File: src/rtl/spi_ram_master_ctrl.sv
// spi_ram_master_ctrl: host-side sequencer for the SPI slave + single-port RAM.
// Each accepted byte command becomes two 10-bit frames (address, then data),
// shifted MSB first on MOSI, one bit per clk. Read-data frames are followed by
// a turnaround and an 8-bit MISO capture.
// Optional build macro SPI_RAM_ADDR_CACHE_EN: remember the last write and read
// address frames sent and skip the address frame on a matching command.
module spi_ram_master_ctrl #(
  parameter int ADDR_W     = 8,
  parameter int IDLE_GAP   = 1,
  parameter int RD_LATENCY = 1
) (
  input  logic              clk,
  input  logic              rst,
  input  logic              cmd_valid,
  output logic              cmd_ready,
  input  logic              cmd_write,
  input  logic [ADDR_W-1:0] cmd_addr,
  input  logic [7:0]        cmd_wdata,
  output logic              done,
  output logic [7:0]        rsp_rdata,
  output logic              busy,
  output logic              SS_n,
  output logic              MOSI,
  input  logic              MISO
);

  // Handshake: a command transfers on a rising clk edge where cmd_valid and
  // cmd_ready are both high; cmd_ready is high only in IDLE, so the command is
  // captured once and cmd_ready drops the following cycle. done is a one-cycle
  // pulse with no backpressure.

  localparam int FRAME_W = ADDR_W + 2;
  localparam int CNT_W   = 5;

  typedef enum logic [2:0] {
    S_IDLE, S_LOAD, S_SHIFT, S_TURN, S_CAPTURE, S_GAP
  } state_t;

  state_t              state;
  logic                wr_q;
  logic [ADDR_W-1:0]   addr_q;
  logic [7:0]          wdata_q;
  logic                data_phase;   // 0 = address frame in flight, 1 = data frame
  logic [FRAME_W-1:0]  shreg;
  logic [6:0]          rx;
  logic [CNT_W-1:0]    cnt;
  logic                cache_hit;
  logic                load_data;
  logic [FRAME_W-1:0]  next_frame;
  logic                addr_frame_end;

  // Last cycle of an address frame: the point where the address is known sent.
  assign addr_frame_end = (state == S_SHIFT) && (cnt == CNT_W'(FRAME_W-1)) && !data_phase;

`ifdef SPI_RAM_ADDR_CACHE_EN
  logic              wc_valid, rc_valid;
  logic [ADDR_W-1:0] wc_addr, rc_addr;

  // A command hits only against the cached address of its own type.
  always_comb begin
    cache_hit = 1'b0;
    if (wr_q) cache_hit = wc_valid && (wc_addr == addr_q);
    else      cache_hit = rc_valid && (rc_addr == addr_q);
  end

  // Record each address frame once it has fully gone out.
  always_ff @(posedge clk or posedge rst) begin
    if (rst) begin
      wc_valid <= 1'b0;
      rc_valid <= 1'b0;
      wc_addr  <= '0;
      rc_addr  <= '0;
    end else if (addr_frame_end) begin
      if (wr_q) begin
        wc_valid <= 1'b1;
        wc_addr  <= addr_q;
      end else begin
        rc_valid <= 1'b1;
        rc_addr  <= addr_q;
      end
    end
  end
`else
  assign cache_hit = 1'b0;
`endif

  assign load_data = data_phase | cache_hit;

  // Frame built in LOAD: opcode in the top two bits, payload below.
  always_comb begin
    next_frame = '0;
    if (!load_data)  next_frame = {(wr_q ? 2'b00 : 2'b10), addr_q};
    else if (wr_q)   next_frame = {2'b01, ADDR_W'(wdata_q)};
    else             next_frame = {2'b11, {ADDR_W{1'b0}}};
  end

  // Sequencer FSM; every SPI and host output is registered here.
  always_ff @(posedge clk or posedge rst) begin
    if (rst) begin
      state      <= S_IDLE;
      cmd_ready  <= 1'b1;
      busy       <= 1'b0;
      done       <= 1'b0;
      rsp_rdata  <= 8'h00;
      SS_n       <= 1'b1;
      MOSI       <= 1'b0;
      wr_q       <= 1'b0;
      addr_q     <= '0;
      wdata_q    <= 8'h00;
      data_phase <= 1'b0;
      shreg      <= '0;
      rx         <= '0;
      cnt        <= '0;
    end else begin
      done <= 1'b0;
      unique case (state)
        S_IDLE: begin
          if (cmd_valid) begin
            wr_q       <= cmd_write;
            addr_q     <= cmd_addr;
            wdata_q    <= cmd_wdata;
            data_phase <= 1'b0;
            cmd_ready  <= 1'b0;
            busy       <= 1'b1;
            state      <= S_LOAD;
          end
        end
        S_LOAD: begin
          // Bit 9 goes out together with SS_n falling.
          MOSI       <= next_frame[FRAME_W-1];
          shreg      <= {next_frame[FRAME_W-2:0], 1'b0};
          SS_n       <= 1'b0;
          cnt        <= '0;
          data_phase <= load_data;
          state      <= S_SHIFT;
        end
        S_SHIFT: begin
          if (cnt == CNT_W'(FRAME_W-1)) begin
            cnt  <= '0;
            MOSI <= 1'b0;
            if (data_phase && !wr_q) begin
              state <= S_TURN;
            end else begin
              SS_n  <= 1'b1;
              done  <= data_phase;
              state <= S_GAP;
            end
          end else begin
            MOSI  <= shreg[FRAME_W-1];
            shreg <= {shreg[FRAME_W-2:0], 1'b0};
            cnt   <= cnt + 1'b1;
          end
        end
        S_TURN: begin
          if (cnt == CNT_W'(RD_LATENCY-1)) begin
            cnt   <= '0;
            state <= S_CAPTURE;
          end else begin
            cnt <= cnt + 1'b1;
          end
        end
        S_CAPTURE: begin
          rx <= {rx[5:0], MISO};
          if (cnt == CNT_W'(7)) begin
            cnt       <= '0;
            SS_n      <= 1'b1;
            done      <= 1'b1;
            rsp_rdata <= {rx, MISO};
            state     <= S_GAP;
          end else begin
            cnt <= cnt + 1'b1;
          end
        end
        S_GAP: begin
          if (cnt == CNT_W'(IDLE_GAP-1)) begin
            cnt <= '0;
            if (data_phase) begin
              cmd_ready <= 1'b1;
              busy      <= 1'b0;
              state     <= S_IDLE;
            end else begin
              data_phase <= 1'b1;
              state      <= S_LOAD;
            end
          end else begin
            cnt <= cnt + 1'b1;
          end
        end
        default: state <= S_IDLE;
      endcase
    end
  end

endmodule

File: config.mk
export PLATFORM = sky130hd
export DESIGN_NAME = spi_ram_master_ctrl
export DESIGN_NICKNAME = d
export VERILOG_FILES = /design/src/rtl/spi_ram_master_ctrl.sv
export SDC_FILE = /design/constraint.sdc
export NUM_CORES = 1
export LEC_CHECK = 0
export ABC_AREA = 1
export BUFFER_PORTS_ARGS = -buffer_cell sky130_fd_sc_hd__buf_4
export CORE_AREA = 2 2 99 101
export DETAILED_ROUTE_END_ITERATION = 10
export DIE_AREA = 0 0 101 103
export MAX_ROUTING_LAYER = met4
export PLACE_DENSITY_LB_ADDON = 0.15
export REMOVE_ABC_BUFFERS = 1
export SLEW_MARGIN = 20
export SYNTH_ARGS = -nofsm -noshare
export SYNTH_HDL_FRONTEND = slang
export SYNTH_SLANG_ARGS = --single-unit
File: constraint.sdc
create_clock -name clk -period 1.8 [get_ports clk]
set_input_delay 0.09 -clock clk [delete_from_list [all_inputs] [get_ports clk]]
set_output_delay 0.09 -clock clk [all_outputs]
set_load 0.1 [all_outputs]
### Yosys cells after proc, flatten, opt, wreduce, memory -nomap -nowiden

Index checks and enable logic that the tools add are counted.

* flip-flop bits (word level): 56
* output and inout bits: 13
* logic and storage cells: 83

* $add $sub $neg: 1
* equal/unequal tests: 15
* multiplexer cells: 37
* reductions and logical operators: 16

Operators with widths (count)
* $mux 10: 3
* $pmux 10 s2: 1
* $pmux 5 s4: 1
* $mux 3: 6
* $pmux 3 s6: 1
* $mux 1: 15
* $mux 5: 3
* $ne 2x2->1 const B: 7
* $pmux 1 s2: 5
* $reduce_and 4->1: 2
* $eq 3x2->1 const B: 2
* $eq 3x3->1 const B: 2
* $reduce_and 2->1: 3
* $add 5x1->5 const B: 1
* $eq 5x3->1 const B: 1
* $eq 5x4->1 const B: 1
* $logic_not 5->1: 1
* $reduce_and 5->1: 1
* $reduce_bool 2->1: 2
* $reduce_bool 4->1: 1
* $eq 3x1->1 const B: 1
* $logic_not 3->1: 1
* $pmux 1 s3: 1
* $reduce_and 3->1: 1
* other kinds (6): 6

### Longest topological paths before layout

* depth after elaboration: 5
* gate-level depth with buffers: 11
* mapped depth without buffers: 10

### Worst setup path after synthesis

Ideal clock, no wire load.

* path type: register to register
* start: register cnt[0]
* end: register state[0]
* data arrival time: 1.276 ns
* required time: 1.681 ns
* path slack: 0.405 ns
* cell stages (with the launch flop): 11
* buffers on the path: 1
* clock period less this slack: 1.395 ns
* cell sequence: dfrtp_1 > ha_1 > nand2_2 > clkinv_1 > nand2_2 > nand2_4 > buf_12 > nand2_4 > nor2_8 > nand3_1 > nand2_1

* longest elaborated chain between the ends: 3
* elaborated cells between the ends (all ways): 8

RTL lines
* start: declaration: RTL line 46 `logic [CNT_W-1:0] cnt;`
* start signal: assignment: RTL line 151 `cnt <= cnt + 1'b1;`
* start signal: assignment: RTL line 159 `cnt <= cnt + 1'b1;`
* start signal: assignment: RTL line 171 `cnt <= cnt + 1'b1;`
* $eq 5x3->1, or another cell as far along: RTL line 164 `if (cnt == CNT_W'(7)) begin`
* $ne 2x2->1 (no line) / $ne 2x1->1 (equally long branches)
* $reduce_and 5->1 (no line) (*)
* end signal: assignment: RTL line 169 `state <= S_GAP;`
* end signal: assignment: RTL line 180 `state <= S_IDLE;`
* end signal: assignment: RTL line 183 `state <= S_LOAD;`
* end: declaration: RTL line 39 `state_t state;`

Every way passes the cells marked *; elsewhere a longest branch is shown, timed or not.
A chain may end at the register's enable or synchronous reset.

### Worst setup path in the final report

* start: register cnt[1]
* end: register shreg[8]

* longest elaborated chain between the ends: 3

RTL lines
* $eq 5x4->1: RTL line 138 `if (cnt == CNT_W'(FRAME_W-1)) begin`
* $ne 2x2->1 (no line)
* $reduce_and 2->1 (no line)
* end signal: assignment: RTL line 131 `shreg <= {next_frame[FRAME_W-2:0], 1'b0};`
* end signal: assignment: RTL line 150 `shreg <= {shreg[FRAME_W-2:0], 1'b0};`
* end: declaration: RTL line 44 `logic [FRAME_W-1:0] shreg;`

No other way between the ends.

==> impl_metrics.ini <==
[routing]
routed-via-count = 2134
drt-initial-drc-count = 76
first_pass_iters = 4
drt-wirelength-per-cell_um = 12.1
finalWirelength_mm = 5.77
via_per_inst = 4.47
drtAntennaViolNets = 0
post-route-drc-count = 0

[timing]
max_slew_margin = 0.734
setup_tns_ns = 0
finalCriticalPeriod_ns = 1.60
achievable-frequency_ghz = 0.623
postLayoutSetupSlackWorst_ns = 0.195
finalHoldViolations = 0
worst_hold_slack_ns = 0.0445
grt_setup_unrepaired = no
finalSetupViolCount = 0
worst-slew-pin-transition_ns = 0.398
layout_skew_ns = 0.00647
post-route-period-util = 0.892
timing_max_transition_violations_final = 0

[synthesis]
synth.cell_area_sq_mm = 0.00272
synth_cell_types = 30
yosys_warns = 0
postSynthRegisterBits = 55
synth-seq-area-share = 0.507
synth.avg_cell_area_sq_um = 8.80
postSynthCellCount = 309

[floorplanning]
pin_count = 34
rows = 36
design.die.area_sq_mm = 0.0104
die_x_um = 101
core_area_sq_mm = 0.00946
floorplan.die.height_um = 103
initial_utilization = 0.287

[power_and_ir_drop]
leakage_uw = 0.00162
peak_supply_drop_mv = 0.545
power.density_cell_area_mw_per_mm2 = 1460

[clock_network]
post_cts_buffers = 0
cts_root_buffer = sky130_fd_sc_hd__clkbuf_8
cts_sinks = 55
cts_inserted_buffers = 5
insertion_delay_ns = 0.31
cts_max_path_buffers = 2
clk_pin_slew_worst_paths_ns = 0.10
tritoncts = done
htree_num_levels = 2

[placement]
detailed_place_hpwl_mm = 4.12
placed_area_sq_mm = 0.00306
finalWeightedCongestion = 0.752
port_buffers = 33
dp_slack_ns = 0.167

[flow_run]
max_cap_viol_count = 0

[setup_path]
worstSetupPathType = flop to flop
cp_max_fo = 11
critPathTopFamily = simple AND/OR/NAND/NOR gates
crit_buf_inv = 2
reg2reg_end = shreg[8]$_DFFE_PP0P_
reg2reg_slack_ns = 0.20
timing.critical_path.cells = inv_1 -> ha_1 -> nand2_2 -> clkinv_1 -> nand2_2 -> nand2_4 -> nand2_2 -> o21ai_0 -> o21ai_0
critical_path_s_most_frequent_cell = sky130_fd_sc_hd__nand2_2
timing.critical_path.slowest_cell_delay_ns = 0.42
worstRegToRegCells = 9
worst-endpoint-arrival_ns = 1.83
startpoint_type = flop
kind_of_end_point_of_the_critical_path = flop
timing.critical_path.slowest_stage_cell = sky130_fd_sc_hd__dfrtp_1
worstPathRequired_ns = 2.03
critical_path.reg2reg.startpoint = cnt[1]$_DFFE_PP0P_

[grt]
vias_in_the_first_global_route = 2067
grt_antenna_before_repair = 0
grt_remaining_overflow = 0
grt_start_max_net_pins = 33
global_route.usage.total = 0.121
grt_pass1_wl_mm = 9.69

[finish]
antennaDiodeCount = 0
filler_cell_count = 1023
stdcell_area_sq_mm = 0.00333
final_cell_mix = 85 x sky130_fd_sc_hd__nand2_1, 53 x sky130_fd_sc_hd__dfrtp_1, 38 x sky130_fd_sc_hd__buf_4
layout_commonest_cell = sky130_fd_sc_hd__nand2_1
post_route_cells_drive_above_1_share = 0.220
final_nets = 386
flow.area_growth_from_synthesis_pct = 22.5

[hold_path]
hold_depth = 3
worst_min_delay_path_category = primary input to flop
worstHoldStart = MISO
hold-path-endpoint = rsp_rdata[0]$_DFFE_PP0P_

[status]
outcome = finished clean
flip-flops by register name, indices dropped and copies added, names as in the netlist, 3 cells and up:
| register | count |
|---|---|
| addr_q | 8 |
| cnt | 5 |
| rsp_rdata | 8 |
| rx | 7 |
| shreg | 9 |
| state | 3 |
| wdata_q | 8 |
synth_stat cells:
| cell | number | area (sq um) |
|---|---|---|
| sky130_fd_sc_hd__a21oi_1 | 2 | 10.0 |
| sky130_fd_sc_hd__clkinv_1 | 2 | 7.51 |
| sky130_fd_sc_hd__inv_1 | 33 | 124 |
| sky130_fd_sc_hd__dfrtp_1 | 53 | 1330 |
| sky130_fd_sc_hd__buf_6 | 4 | 45.0 |
| sky130_fd_sc_hd__buf_12 | 1 | 20.0 |
| sky130_fd_sc_hd__nor3_4 | 1 | 16.3 |
| sky130_fd_sc_hd__nand2_4 | 3 | 33.8 |
| sky130_fd_sc_hd__inv_2 | 3 | 11.3 |
| sky130_fd_sc_hd__nand3_4 | 1 | 17.5 |
| sky130_fd_sc_hd__buf_2 | 2 | 10.0 |
| sky130_fd_sc_hd__ha_1 | 3 | 37.5 |
| sky130_fd_sc_hd__nand3_2 | 1 | 10.0 |
| sky130_fd_sc_hd__xor2_1 | 2 | 17.5 |
| sky130_fd_sc_hd__nor2_8 | 2 | 40.0 |
| sky130_fd_sc_hd__o21ai_2 | 11 | 96.3 |
| sky130_fd_sc_hd__o31ai_1 | 1 | 7.51 |
| sky130_fd_sc_hd__nand2_2 | 6 | 37.5 |
| sky130_fd_sc_hd__nand4_1 | 1 | 6.26 |
| sky130_fd_sc_hd__o211ai_1 | 3 | 22.5 |
| sky130_fd_sc_hd__dfstp_2 | 2 | 52.6 |
| sky130_fd_sc_hd__nand3b_1 | 1 | 7.51 |
| sky130_fd_sc_hd__nor2_4 | 2 | 22.5 |
| sky130_fd_sc_hd__o21ai_1 | 9 | 45.0 |
| sky130_fd_sc_hd__buf_4 | 4 | 30.0 |
| sky130_fd_sc_hd__nand3_1 | 21 | 105 |
| sky130_fd_sc_hd__o22ai_1 | 5 | 31.3 |
| sky130_fd_sc_hd__nand2_1 | 85 | 319 |
| sky130_fd_sc_hd__nor2_1 | 13 | 48.8 |
| sky130_fd_sc_hd__o21ai_0 | 32 | 160 |
worst min-delay path, delay by kind of cell:
| family | cells | cell delay [ns] |
|---|---|---|
| buffers and inverters | 2 | 0.13 |
| AOI/OAI and AO/OA | 1 | 0.12 |
layer usage:
metal | GRT usage | routed length (um) | up-vias
li1 | - | - | 1092
met5 | - | 0 | -
met1 | 0.155 | 2810 | 998
met2 | 0.197 | 2710 | 40
met4 | 0.0301 | 47 | 0
met3 | 0.0251 | 201 | 4
layout make-up:
class	count	area, sq um	area share
inverter	38	145	0.0436
sequential	55	1380	0.414
clock inverter	3	18.8	0.00563
timing repair buffer	57	485	0.146
tap	114	143	0.0428
clock buffer	5	68.8	0.0207
multi-input combinational	205	1090	0.328
cells by family after synthesis:
family | Yosys count | share of synthesized area
simple gates | 137 | 0.244
compound gates | 63 | 0.137
flops | 55 | 0.507
buf+inv | 49 | 0.0911
fa+ha+maj | 3 | 0.0138
xor+xnor | 2 | 0.00644
report_power, final:
part           leakage (uW)  internal, uW  switching (uW)  total [uW]
clock network     0.0000483           276             430         706
logic              0.000874           729            1490        2220
registers          0.000698          1680             263        1950
worst max path at each step:
stage                         start                endpoint  slack [ns]  cells after the start
6_report         cnt[1]$_DFFE_PP0P_    shreg[8]$_DFFE_PP0P_        0.20                      9
5_1_grt          cnt[1]$_DFFE_PP0P_    shreg[8]$_DFFE_PP0P_        0.03                      9
4_1_cts        state[0]$_DFFE_PP0P_  wdata_q[3]$_DFFE_PP0P_        0.15                      4
3_5_place_dp   state[0]$_DFFE_PP0P_  wdata_q[3]$_DFFE_PP0P_        0.17                      4
3_3_place_gp   state[0]$_DFFE_PP0P_   addr_q[3]$_DFFE_PP0P_        0.19                      4
2_1_floorplan                   rst        MOSI$_DFFE_PP0P_        0.37                      1
per-stage QoR:
| step | std cells | total power, uW | utilization |
|---|---|---|---|
| finish | 477 | 4870 | 0.352 |
| global route | 477 | 5340 | 0.352 |
| CTS | 477 | 4950 | 0.352 |
| detailed placement | 451 | 4190 | 0.324 |
| global placement | 451 | 4170 | 0.324 |
| floorplan | 298 | 3600 | - |
timing repair:
action	in CTS	in global routing
hold buffers	18	0
endpoints found under the hold margin	31	0
setup endpoints to repair	0	14
gates resized for setup	0	2
Note: power is estimated with default switching activity, not from simulation.
